==> src/rtl/mul_div_unit.sv <==
// mul_div_unit: iterative MIPS multiply/divide unit with architectural HI/LO registers
module mul_div_unit #(
    parameter int WIDTH = 32,
    parameter int CNT_W = 6
) (
    input  logic             clk,
    input  logic             rst_n,
    input  logic             start,
    input  logic [1:0]       op,
    input  logic [WIDTH-1:0] A,
    input  logic [WIDTH-1:0] B,
    input  logic             hi_we,
    input  logic             lo_we,
    input  logic [WIDTH-1:0] wdata,
    output logic             busy,
    output logic             done,
    output logic             div_by_zero,
    output logic [WIDTH-1:0] HI,
    output logic [WIDTH-1:0] LO
);
    typedef enum logic [1:0] {IDLE, CALC, FIX} state_t;
    localparam logic [CNT_W-1:0] LAST = CNT_W'(WIDTH - 1);
    state_t             state;
    logic [CNT_W-1:0]   cnt;
    logic               is_div, neg_lo, neg_hi, dz;
    logic [WIDTH-1:0]   m, p_hi, p_lo, a_raw;
    logic               sgn;
    logic [WIDTH-1:0]   abs_a, abs_b;
    logic [WIDTH:0]     mul_sum, div_sh, div_diff;
    logic [2*WIDTH-1:0] prod, prod_fix;
    assign sgn      = ~op[0];
    assign abs_a    = (sgn && A[WIDTH-1]) ? -A : A;
    assign abs_b    = (sgn && B[WIDTH-1]) ? -B : B;
    assign mul_sum  = {1'b0, p_hi} + (p_lo[0] ? {1'b0, m} : '0);
    assign div_sh   = {p_hi, p_lo[WIDTH-1]};
    assign div_diff = div_sh - {1'b0, m};
    assign prod     = {p_hi, p_lo};
    assign prod_fix = neg_lo ? -prod : prod;
    // Control FSM, shift-add / restoring-divide datapath and HI/LO registers
    always_ff @(posedge clk or negedge rst_n) begin
        if (!rst_n) begin
            state       <= IDLE;
            cnt         <= '0;
            busy        <= 1'b0;
            done        <= 1'b0;
            div_by_zero <= 1'b0;
            HI          <= '0;
            LO          <= '0;
            is_div      <= 1'b0;
            neg_lo      <= 1'b0;
            neg_hi      <= 1'b0;
            dz          <= 1'b0;
            m           <= '0;
            p_hi        <= '0;
            p_lo        <= '0;
            a_raw       <= '0;
        end else begin
            done        <= 1'b0;
            div_by_zero <= 1'b0;
            case (state)
                IDLE: begin
                    if (hi_we) HI <= wdata;
                    if (lo_we) LO <= wdata;
                    if (start) begin
                        state  <= CALC;
                        busy   <= 1'b1;
                        cnt    <= '0;
                        is_div <= op[1];
                        neg_lo <= sgn & (A[WIDTH-1] ^ B[WIDTH-1]);
                        neg_hi <= sgn & A[WIDTH-1];
                        dz     <= op[1] && (B == '0);
                        a_raw  <= A;
                        m      <= op[1] ? abs_b : abs_a;
                        p_lo   <= op[1] ? abs_a : abs_b;
                        p_hi   <= '0;
                    end
                end
                CALC: begin
                    if (is_div) begin
                        p_hi <= div_diff[WIDTH] ? div_sh[WIDTH-1:0] : div_diff[WIDTH-1:0];
                        p_lo <= {p_lo[WIDTH-2:0], ~div_diff[WIDTH]};
                    end else begin
                        p_hi <= mul_sum[WIDTH:1];
                        p_lo <= {mul_sum[0], p_lo[WIDTH-1:1]};
                    end
                    cnt <= cnt + 1'b1;
                    if (cnt == LAST) state <= FIX;
                end
                FIX: begin
                    if (!is_div) begin
                        HI <= prod_fix[2*WIDTH-1:WIDTH];
                        LO <= prod_fix[WIDTH-1:0];
                    end else if (dz) begin
                        HI <= a_raw;
                        LO <= '1;
                    end else begin
                        HI <= neg_hi ? -p_hi : p_hi;
                        LO <= neg_lo ? -p_lo : p_lo;
                    end
                    div_by_zero <= is_div & dz;
                    done        <= 1'b1;
                    busy        <= 1'b0;
                    cnt         <= '0;
                    state       <= IDLE;
                end
                default: state <= IDLE;
            endcase
        end
    end
endmodule

==> config.mk <==
export PLATFORM = sky130hd
export DESIGN_NAME = mul_div_unit
export DESIGN_NICKNAME = d
export VERILOG_FILES = /design/src/rtl/mul_div_unit.sv
export SDC_FILE = /design/constraint.sdc
export NUM_CORES = 1
export LEC_CHECK = 0
export BUFFER_PORTS_ARGS = -buffer_cell sky130_fd_sc_hd__buf_2
export CORE_ASPECT_RATIO = 1.25
export CORE_MARGIN = 4
export CORE_UTILIZATION = 55
export CTS_BUF_LIST = sky130_fd_sc_hd__clkbuf_4 sky130_fd_sc_hd__clkbuf_8
export CTS_CLUSTER_DIAMETER = 30
export CTS_CLUSTER_SIZE = 10
export DETAILED_ROUTE_END_ITERATION = 16
export HOLD_SLACK_MARGIN = 0.02
export PLACE_DENSITY = 0.73
export SLEW_MARGIN = 25
export SYNTH_ARGS = -nofsm -noshare
export SYNTH_HDL_FRONTEND = slang
export SYNTH_SLANG_ARGS = --single-unit
==> constraint.sdc <==
create_clock -name clk -period 4.6 [get_ports clk]
set_input_delay 0 -clock clk [delete_from_list [all_inputs] [get_ports clk]]
set_output_delay 0 -clock clk [all_outputs]
set_load 0.01 [all_outputs]
Yosys cells after proc, flatten, opt, wreduce, memory -nomap -nowiden
Cells that the tools add are included.

Bits in registers: 207. Input port bits: 103. Output and inout bits: 67. Word-level logic and storage cells: 83.

Add/subtract/negate cells: 8. Eq/ne operators: 7. Muxes and demuxes: 32. Bitwise logic cells: 6. Reduce and logical (&&, ||, !) cells: 15.

Operators with widths (number): 32-bit two-way mux (18); 32-bit one-hot mux with 2 select lines (4); 32-bit negation (4); 64-bit two-way mux (1); 64-bit negation (1); 32-bit by 32-bit adder with 33-bit output (1); 33-bit by 32-bit subtractor with 33-bit output (1); 32-bit logical NOT (1); 6-bit one-hot mux with 3 select lines (1); 2-bit AND reduction (7); 2-bit inequality test (second input constant) (4); 6-bit by 1-bit adder with 6-bit output (second input constant) (1); 6-bit by 5-bit == test with 1-bit output (second input constant) (1); 6-bit two-way mux (1); 2-bit two-way mux (2); 2-bit one-hot mux with 2 select lines (1); 2-bit nonzero test (2); 1-bit AND (3); 1-bit logical AND (3); 1-bit two-way mux (3); 3-bit nonzero test (1); 2-bit by 1-bit == test with 1-bit output (second input constant) (1); 2-bit == test (second input constant) (1); 2-bit logical NOT (1); 3 further kinds (4).

Longest topological paths before layout
Depth after elaboration: 6. Depth in mapped cells: 14. Mapped depth without buffers: 13.

Worst setup path after synthesis
No wires, ideal clock.

Kind: register to register. Start: reg p_lo[0]. End: reg p_hi[30]. Library setup time: 0.086 ns. Arrival: 3.361 ns. Required time: 4.514 ns. Setup slack: 1.154 ns. Stages on the path, launching flop included: 13. Buffers on the path: 1. Clock period less this slack: 3.446 ns. Cell sequence: dfrtp_1 inv_1 clkbuf_1 nor2_1 ha_1 a211o_1 o31a_1 a311oi_2 o311ai_1 a41oi_1 a21oi_1 or4b_1 a32oi_1.

Cells in the longest elaborated chain, start to end: 4.

Ends and longest elaborated chain: start: declaration (line 26) `logic [WIDTH-1:0] m, p_hi, p_lo, a_raw;`; start signal: assignment (line 74) `p_lo <= op[1] ? abs_a : abs_b;`; start signal: assignment (line 81) `p_lo <= {p_lo[WIDTH-2:0], ~div_diff[WIDTH]};`; start signal: assignment (line 84) `p_lo <= {mul_sum[0], p_lo[WIDTH-1:1]};`; 32-bit two-way mux (line 34) `assign mul_sum = {1'b0, p_hi} + (p_lo[0] ? {1'b0, m} : '0);`; 32-bit by 32-bit adder with 33-bit output (line 34); 32-bit two-way mux (line 79) `if (is_div) begin`; 32-bit one-hot mux with 2 select lines (line 60) `case (state)`; end signal: assignment (line 80) `p_hi <= div_diff[WIDTH] ? div_sh[WIDTH-1:0] : div_diff[WIDTH-1:0];`; end signal: assignment (line 83) `p_hi <= mul_sum[WIDTH:1];`; end: declaration (line 26).

No other way between the ends. A chain may end at the register's enable or synchronous reset.

Worst setup path in the final report
Start: reg p_lo[16]. End: reg HI[13].

Cells in the longest elaborated chain, start to end: 4.

Ends and longest elaborated chain: 64-bit negation (line 38) `assign prod_fix = neg_lo ? -prod : prod;`; 64-bit two-way mux (line 38); 32-bit two-way mux (line 90) `if (!is_div) begin`; 32-bit one-hot mux with 2 select lines (line 60); end signal: assignment (line 62) `if (hi_we) HI <= wdata;`; end signal: assignment (line 91) `HI <= prod_fix[2*WIDTH-1:WIDTH];`; end signal: assignment (line 94) `HI <= a_raw;`; end: declaration (line 18) `output logic [WIDTH-1:0] HI,`.

No other way between the ends.

==> flow_summary.ini <==
[synth]
synthFlopType = sky130_fd_sc_hd__dfrtp_1
synth_area_leaders = sky130_fd_sc_hd__dfrtp_1, sky130_fd_sc_hd__o21ai_0, sky130_fd_sc_hd__nand2_1
mux_share_of_post_synthesis_cell_area_pct = 3.86
synth_compound_area_share_pct = 26.5
synth.cell_area_um2 = 17100
post_synth_xor_area_fraction_pct = 9.03
synth.most_common_cell = sky130_fd_sc_hd__nand2_1
seq_total_area_yosys_pct = 30.3
synth_top_family_by_area = compound AO/OA/AOI/OAI gates
synth.ff_latch_count = 207
number_of_synthesized_flops_with_an_enable_pin = 0
yosysWarnings = 0
post_synth_most_frequent_cells = sky130_fd_sc_hd__nand2_1, sky130_fd_sc_hd__o21ai_0, sky130_fd_sc_hd__dfrtp_1
synth_top_cell_area_share_pct = 30.3
syn_nets = 2401
post_synth_fa_ha_maj_area_fraction_pct = 5.29
syn_avg_cell_area_um2 = 7.66
ys_async_sr_fraction_pct = 100
synthSimpleGateAreaFrac_pct = 20.2
yosys.area.top_type = sky130_fd_sc_hd__dfrtp_1
ys_types = 78
post_synthesis_cells = 2227

[layout]
end_of_flow_core_utilization_pct = 67.2
filler_cell_count = 2642
drive_above_1_share_pct = 13.8
area_used_by_multi_input_combinational_logic_um2 = 11100
layout.nets = 2623
area.growth.synth_to_final_pct = 19.6
layout.area.seq_um2 = 5180

[floorplanning]
dieWidth_um = 166
std_cell_rows = 71
floorplan.die_area_um2 = 33900
initial_utilization_pct = 56.2
dieHeight_um = 205
io_pins = 170
placeable_core_region_um2 = 30400

[sta]
layout_min_cycle_time_ps = 4010
grt_setup_unrepaired = no
report.final.slew_viol_count = 0
worst-slew-pin-transition_ps = 957
worst_clock_skew_ps = 20.9
timing.fmax_ghz = 0.249
setup_viol = 0
slew_headroom_pct = 35.3
finalCritPeriodShare_pct = 87.2
setup_tns_ps = 0
timing_hold_violations_final = 0

[place]
port_buffers = 169
post-dp-hpwl_um = 50500
weighted_congestion_reported_at_the_end_of_routability_driven_placement = 0.998

[clock_tree]
clk_pin_slew_ps = 60
clock_sinks = 207
clock_path_buffers = 3
numCtsBuffers = 46
ctsResizeCount = 0
clockRootBuffer = sky130_fd_sc_hd__clkbuf_8
clkLatencyLatePin_ps = 600
tritoncts = built
cts_htree_levels = 2

[global_route]
total_global_routing_track_utilization_pct = 39.5
wire_length_of_the_first_global_routing_pass_um = 103000
antenna_found_initial = 3
grt_pass1_vias = 17600
grt.overflow.total = 0
grt_start_max_net_pins = 120

[worst_setup_path]
largest_driver_fanout_on_the_critical_path = 11
timing.setup.critical_path_class = flip-flop to flip-flop
timing.rr.end = HI[13]
timing.reg2reg.setup_slack_ps = 590
end_kind = flip-flop
path_buf_inv = 2
worst_path_largest_cell_delay_ps = 640
slowest_stage = sky130_fd_sc_hd__or4_1
ff2ff_path_depth = 11
critPathArrivalTime_ps = 4480
critical-path-top-delay-family = simple AND/OR/NAND/NOR gates
critical_path.cell_chain = or4_1, nor4b_4, nand4_1, buf_4, or2_1, or3_1, nand2_1, xnor2_1, o21ai_0, nand3_1, dlygate4sd3_1
critical_path.reg2reg.startpoint = p_lo[16]
setup.worst_path.start_class = flip-flop
worstPathRequired_ps = 5070

[outcome]
run_status = finished clean

[route]
final_wirelength_um = 68500
avgRoutedWirePerCell_um = 23.7
dr_total_vias = 18700
detail_route.first_pass.iterations = 6
routed_via_density = 6.46
drt.antenna.violating_nets = 0
detailedRoute.firstIterationViolations = 2379
drc = 0

[min_path]
holdPathStages = 5
worstHoldEndpoint = m[17]
classification_of_the_worst_slack_hold_path = input port to flip-flop
timing.hold.worst.start = B[17]

[pwr]
ir_worst_vdd_uv = 507
power.density_nw_per_um2 = 797
power_leakage_nw = 8.99

[flow_run]
cap_violations = 0
==> timing repair <==
action | in CTS | in global routing
buffers inserted | 0 | 0
endpoints found under the hold margin | 264 | 40
hold buffers | 104 | 1
==> stage by stage <==
stage | area, µm² | power, mW | hold WS [ps] | setup WS, ps | instances
floorplan | 17100 | 10.4 | -296 | 1150 | 2227
global placement | 18200 | 13.4 | 214 | 930 | 2696
detailed placement | 18200 | 13.5 | 213 | 851 | 2696
CTS | 20400 | 16.0 | 20.4 | 673 | 2885
global route | 20400 | 17.4 | 99.4 | 451 | 2887
finish | 20400 | 16.3 | 51.5 | 591 | 2888
==> worst min-delay path: cells and delay by family <==
kind                   cells  cell delay [ps]
AO/OA/AOI/OAI              2              250
buffers and inverters      2              190
XOR/XNOR                   1              160
==> kinds of logic after synthesis <==
family	count (synthesis)
AOI/OAI and AO/OA	742
buffers and inverters	212
adders and majority gates	71
and+or+nand+nor	755
DFF	207
muxes	64
xor gates and xnor gates	176
==> power breakdown <==
group	internal (mW)	switching, mW	leakage [nW]
sequential	2.71	1.24	2.54
combinational	3.93	6.02	5.90
clock	1.42	0.951	0.550
==> final cells by class <==
| cell class | count | share of cell area (%) |
|---|---|---|
| multi-input cells | 1808 | 54.5 |
| flip-flops and latches | 207 | 25.4 |
| repair buffers | 317 | 11.1 |
| clock buffers | 63 | 4.07 |
| well taps | 401 | 2.46 |
| inverters | 69 | 1.27 |
| clock inverters | 22 | 1.23 |
| diodes | 1 | 0.0123 |
==> metal layers <==
metal  part of all wire, %  GRT usage (%)  vias to the layer above
li1                      -              -                     8445
met1                    37           48.3                     8794
met2                    45           62.7                     1082
met3                   8.2           6.20                      337
met4                   8.9           28.4                        4
met5                 0.038              0                        -
==> flip-flops by register name, summed over array words and instances (netlist names) <==
signal and count:
state 2, busy 1, p_hi 32, div_by_zero 1, is_div 1, cnt 6
neg_lo 1, a_raw 32, neg_hi 1, done 1, m 32, LO 32
HI 32, dz 1, p_lo 32
==> worst max path at each step <==
stage | start | to | slack [ps] | depth (start not counted)
after global placement | p_lo[0] | p_hi[30] | 930 | 13
after detailed placement | p_lo[0] | p_hi[30] | 850 | 13
after CTS | p_lo[16] | HI[13] | 670 | 11
after floorplan | p_lo[0] | p_hi[30] | 1150 | 12
final | p_lo[16] | HI[13] | 590 | 11
after global routing | p_lo[16] | HI[13] | 450 | 11
==> placed cells by master, fill, tap and decap left out, types with 58 or more instances in the layout <==
| master | instances |
|---|---|
| sky130_fd_sc_hd__dfrtp_1 | 206 |
| sky130_fd_sc_hd__buf_2 | 168 |
| sky130_fd_sc_hd__inv_1 | 67 |
| sky130_fd_sc_hd__dlygate4sd3_1 | 105 |
| sky130_fd_sc_hd__xor2_1 | 72 |
| sky130_fd_sc_hd__nand2_1 | 328 |
| sky130_fd_sc_hd__nor2_1 | 199 |
| sky130_fd_sc_hd__xnor2_1 | 102 |
| sky130_fd_sc_hd__a21oi_1 | 184 |
| sky130_fd_sc_hd__clkbuf_8 | 58 |
| sky130_fd_sc_hd__o21ai_0 | 261 |
| sky130_fd_sc_hd__ha_1 | 69 |
Note: power is estimated with default switching activity, not from simulation.
